### config.mk
export PLATFORM = sky130hd
export DESIGN_NAME = reg_file_rd_ctrlr
export DESIGN_NICKNAME = d
export VERILOG_FILES = /design/src/rtl/reg_file_rd_ctrlr.sv
export SDC_FILE = /design/constraint.sdc
export NUM_CORES = 1
export LEC_CHECK = 0
export ABC_AREA = 1
export BUFFER_PORTS_ARGS = -buffer_cell sky130_fd_sc_hd__buf_2
export CORE_ASPECT_RATIO = 1.2
export CORE_UTILIZATION = 57
export CTS_CLUSTER_SIZE = 16
export DETAILED_ROUTE_END_ITERATION = 6
export GPL_ROUTABILITY_DRIVEN = 0
export PLACE_DENSITY = 0.89
export SYNTH_ARGS = -nofsm -noshare
export SYNTH_HDL_FRONTEND = slang
export SYNTH_SLANG_ARGS = --single-unit
### constraint.sdc
create_clock -name clk -period 2.3 [get_ports clk]
set_input_delay 0.46 -clock clk [delete_from_list [all_inputs] [get_ports clk]]
set_output_delay 0.46 -clock clk [all_outputs]
set_load 0.005 [all_outputs]
### src/rtl/reg_file_rd_ctrlr.sv
// rtl/reg_file_rd_ctrlr.sv - decode-stage register read-port controller with RAW scoreboard and issue slice
// Optional feature macro: RF_WB_BYPASS_EN (same-cycle writeback resolves hazards)
module reg_file_rd_ctrlr #(
    parameter int ADDR_W  = 5,
    parameter int NREGS   = 32,
    parameter int MAX_OUT = 4
) (
    input  logic              clk,
    input  logic              rst_n,
    input  logic              in_valid,
    output logic              in_ready,
    input  logic              alu_op,
    input  logic              imm_op,
    input  logic              mem_op,
    input  logic              write_op,
    input  logic [ADDR_W-1:0] rs_addr,
    input  logic [ADDR_W-1:0] rt_addr,
    input  logic [ADDR_W-1:0] rd_addr,
    output logic [ADDR_W-1:0] raddr1,
    output logic [ADDR_W-1:0] raddr2,
    output logic              ren1,
    output logic              ren2,
    output logic              out_valid,
    input  logic              out_ready,
    output logic              out_wen,
    output logic [ADDR_W-1:0] out_waddr,
    input  logic              wb_en,
    input  logic [ADDR_W-1:0] wb_addr,
    output logic              stall
);

    localparam int CNT_W = $clog2(MAX_OUT + 1);
    localparam logic [CNT_W-1:0] CNT_MAX = CNT_W'(MAX_OUT);

    logic [NREGS-1:0]  sb_q, sb_d;
    logic [CNT_W-1:0]  out_cnt_q, out_cnt_d;
    logic              out_valid_q, out_valid_d;
    logic              out_wen_q, out_wen_d;
    logic [ADDR_W-1:0] out_waddr_q, out_waddr_d;

    logic              wen;
    logic [ADDR_W-1:0] dest;
    logic              retire_hit;
    logic [NREGS-1:0]  sb_eff;
    logic              cnt_full;
    logic              haz;
    logic              accept;
    logic              issue_cnt;

    // Op-class decode: read enables, write enable and destination selection
    always_comb begin
        ren1 = alu_op | mem_op;
        ren2 = (alu_op & ~imm_op) | (mem_op & write_op);
        wen  = alu_op | (mem_op & ~write_op);
        dest = (mem_op | (alu_op & imm_op)) ? rt_addr : rd_addr;
    end

    assign raddr1 = rs_addr;
    assign raddr2 = rt_addr;

    // Hazard view of the scoreboard; a retire only counts when it hits a busy register
    always_comb begin
        retire_hit = wb_en && (wb_addr != '0) && sb_q[wb_addr];
        sb_eff     = sb_q;
        cnt_full   = (out_cnt_q == CNT_MAX);
`ifdef RF_WB_BYPASS_EN
        if (retire_hit) begin
            sb_eff[wb_addr] = 1'b0;
        end
        cnt_full = (out_cnt_q == CNT_MAX) && !retire_hit;
`endif
        haz = (ren1 && (rs_addr != '0) && sb_eff[rs_addr]) ||
              (ren2 && (rt_addr != '0) && sb_eff[rt_addr]) ||
              (wen && cnt_full);
    end

    assign in_ready  = (~out_valid_q | out_ready) & ~haz;
    assign stall     = in_valid & ~in_ready;
    assign accept    = in_valid & in_ready;
    assign issue_cnt = accept & wen & (dest != '0);

    // Next state: output slice, scoreboard (set beats clear) and saturating outstanding counter
    always_comb begin
        out_valid_d = out_valid_q;
        out_wen_d   = out_wen_q;
        out_waddr_d = out_waddr_q;
        sb_d        = sb_q;
        out_cnt_d   = out_cnt_q;

        if (accept) begin
            out_valid_d = 1'b1;
            out_wen_d   = wen;
            out_waddr_d = dest;
        end else if (out_ready) begin
            out_valid_d = 1'b0;
        end

        if (retire_hit) begin
            sb_d[wb_addr] = 1'b0;
        end
        if (issue_cnt) begin
            sb_d[dest] = 1'b1;
        end

        if (issue_cnt && !retire_hit && (out_cnt_q != CNT_MAX)) begin
            out_cnt_d = out_cnt_q + CNT_W'(1);
        end else if (!issue_cnt && retire_hit && (out_cnt_q != '0)) begin
            out_cnt_d = out_cnt_q - CNT_W'(1);
        end
    end

    // State registers; an op in flight at reset is discarded
    always_ff @(posedge clk or negedge rst_n) begin
        if (!rst_n) begin
            sb_q        <= '0;
            out_cnt_q   <= '0;
            out_valid_q <= 1'b0;
            out_wen_q   <= 1'b0;
            out_waddr_q <= '0;
        end else begin
            sb_q        <= sb_d;
            out_cnt_q   <= out_cnt_d;
            out_valid_q <= out_valid_d;
            out_wen_q   <= out_wen_d;
            out_waddr_q <= out_waddr_d;
        end
    end

    assign out_valid = out_valid_q;
    assign out_wen   = out_wen_q;
    assign out_waddr = out_waddr_q;

endmodule
==> flow_metrics.env <==
export IMPL_status="complete, but fails checks"
export IMPL_violations="setup timing"
export IMPL_cp_max_fo=9
export IMPL_root_buffer="clkbuf_8"
export IMPL_worst_r2r_setup_slack_ns=-0.05
export IMPL_first_iter_violations=697
export IMPL_multiInputGateArea_mm2=0.00178
export IMPL_grt_max_degree=24
export IMPL_grt_usage_pct=32.2
export IMPL_crit_top_cell="nand2_1"
export IMPL_dp_hpwl_um=6950
export IMPL_timing_rr_end="out_cnt_q[2]"
export IMPL_arrival_ns=2.62
export IMPL_syn_to_final_growth_pct=21.5
export IMPL_synth_edf_count=0
export IMPL_tightest_slew_ns=0.558
export IMPL_cp_start_kind="input pin"
export IMPL_rsz0062_at_grt="true"
export IMPL_cts_max_level=2
export IMPL_num_rows=29
export IMPL_io_pins=50
export IMPL_antenna_cells=0
export IMPL_netlist_instances=465
export IMPL_setup_viol=3
export IMPL_worstPathCellList="buf_2, buf_4, inv_2, nor2_4, a22oi_1, nand2_1, nand2_1, nand2_1, nor2_1, nand4_1, nand2_2, nand4_4, fa_2, inv_1, nand2_1, nand2_1, nand2_1, nand2_1"
export IMPL_cts_sinks=42
export IMPL_drt_wl_total_um=9760
export IMPL_syn_avg_cell_area_um2=6.73
export IMPL_grt_pass1_vias=3261
export IMPL_yosys_warnings=0
export IMPL_critPathBufInv=4
export IMPL_cts_made_buffers=5
export IMPL_cpMaxStageDelayCell="fa_2"
export IMPL_fin_tns_setup_ns=-0.165
export IMPL_die_x_um=69.7
export IMPL_dieArea_mm2=0.00580
export IMPL_via_per_inst=6.06
export IMPL_final_layout_size_suffix_gt1_share_pct=24.6
export IMPL_final_nets=566
export IMPL_ys_async_sr_fraction_pct=100
export IMPL_clkLatencyLatePin_ns=0.30
export IMPL_hold_worst_slack_ns=0.140
export IMPL_path_delay_family="simple AND/OR/NAND/NOR gates"
export IMPL_hold_class="input pin to async pin"
export IMPL_crit_cells=18
export IMPL_drtPass1Iterations=7
export IMPL_required_ns=2.54
export IMPL_layout_setup_ws_ns=-0.0806
export IMPL_startpoint="wb_addr[1]"
export IMPL_max_clock_freq_mhz=420
export IMPL_power_per_cell_area_mw_per_mm2=809
export IMPL_power_leakage_nw=1.93
export IMPL_r2r_start="sb_eff[16]"
export IMPL_instances_no_fill=599
export IMPL_drcViolationCount=0
export IMPL_regArea_mm2=0.00105
export IMPL_slew_limit_headroom_pct=62.8
export IMPL_mappedNetlistNets=495
export IMPL_endpoint_kind="register"
export IMPL_clockBufferDepth=2
export IMPL_io_buffers=49
export IMPL_grt_ovfl_total=0
export IMPL_n_fill_cell=402
export IMPL_vdd_drop_max_mv=0.596
export IMPL_syn_area_mm2=0.00313
export IMPL_dp_cells=588
export IMPL_core_mm2=0.00530
export IMPL_grt_pass1_wl_um=15000
export IMPL_ys_flop_type="dfrtp_1"
export IMPL_ys_seq_area_share_pct=33.6
export IMPL_crit_path_end="out_cnt_q[2]"
export IMPL_cts_tree="done"
export IMPL_vias=3630
export IMPL_antenna_found_initial=0
export IMPL_reg2reg_depth=14
export IMPL_hold_viol=0
export IMPL_min_period_ns=2.38
export IMPL_path_class="input pin to register"
export IMPL_synth_seq_cells=42
export IMPL_cap_violations=0
export IMPL_die_h_um=83.2
export IMPL_fin_skew_ns=0.0105
export IMPL_routedWlPerCell_um=16.3
export IMPL_final_antenna_net_count=0
export IMPL_maxSlewViolCount=0
export IMPL_synth_cell_type_count=32
export IMPL_start_util_pct=59.1
export IMPL_cpPeakStageDelay_ns=0.39
export IMPL_dpl_worst_slack_ns=-0.270
export IMPL_clk_pin_slew_ns=0.08
export IMPL_timing_final_crit_share_pct=104
-- cells in the mapped netlist (2+ instances only) --
master	number	share of area, %
nand3_2	2	0.64
o21ai_0	42	6.7
nand4_1	3	0.60
buf_2	4	0.64
nor2_1	22	2.6
o31ai_1	20	4.8
nand3_1	46	7.4
buf_4	10	2.4
dfrtp_1	42	34
a22oi_1	16	3.8
a21oi_1	2	0.32
nor2_2	4	0.80
inv_1	52	6.2
inv_4	2	0.40
nand2_2	2	0.40
nand2_1	159	19
clkinv_1	2	0.24
nor2_4	2	0.72
nor3_1	3	0.48
buf_6	7	2.5
o21ai_1	12	1.9
-- state kept, by name, indices dropped and copies added (netlist names) --
signal,count
out_cnt_q,3
sb_eff,32
out_waddr,5
out_valid,1
out_wen,1
-- kinds of logic after synthesis --
kind of cell | after synthesis | share of synthesized area (%)
AOI/OAI and AO/OA | 96 | 18.6
buffers and inverters | 79 | 12.7
adders and majority gates | 1 | 0.639
and+or+nand+nor | 247 | 34.5
DFF | 42 | 33.6
-- what timing repair did --
item	4_1_cts	5_1_grt
setup endpoints to repair	0	7
hold buffers	0	0
setup buffers	0	3
gates resized for setup	0	29
-- metrics by stage --
step	power (W)	util (%)	area (um2)
global route	0.00326	71.8	3810
floorplan	0.00191	-	3130
detailed placement	0.00235	67.4	3570
global placement	0.00227	67.4	3570
finish	0.00308	71.8	3810
CTS	0.00293	69.4	3680
-- how the worst min path moves through the flow --
stage	slack, ns	to
after global placement	0.45	out_cnt_q[1]
after CTS	0.15	out_cnt_q[1]
after detailed placement	0.46	sb_eff[0]
after floorplan	0.16	out_cnt_q[0]
final	0.14	sb_eff[0]
after global routing	0.17	out_cnt_q[1]
-- per-layer routing --
layer	track usage (%)	up-vias	wire [um]
li1	-	1665	-
met1	40.3	1646	3560
met2	54.1	255	4670
met3	5.34	64	1070
met4	15.3	0	465
met5	0	-	0
-- cells in the final DEF (no fill, tap or decap), drive strengths merged --
cell type / instances
nand2: 161
buf: 85
inv: 56
o21ai: 55
nand3: 49
dfrtp: 42
nor2: 28
o31ai: 20
a22oi: 16
clkbuf: 6
nand4: 5
nor3: 3
a21oi: 3
clkinv: 3
o22ai: 1
a41oi: 1
and2: 1
fa: 1
bufinv: 1
-- cell type report --
cell class                 instances  share of cell area, %
multi-input combinational        344                   46.8
tap                               62                   2.04
sequential                        42                   27.6
clock inverter                     3                   1.05
inverter                          57                   5.82
timing repair buffer              86                   14.9
clock buffer                       5                   1.81
-- where the power goes --
part / internal [W] / leakage (nW) / switching (W)
combinational: 0.000512 / 1.32 / 0.000687
clock: 0.000320 / 0.0579 / 0.000260
sequential: 0.000991 / 0.544 / 0.000312
Note: power is estimated with default switching activity, not from simulation.
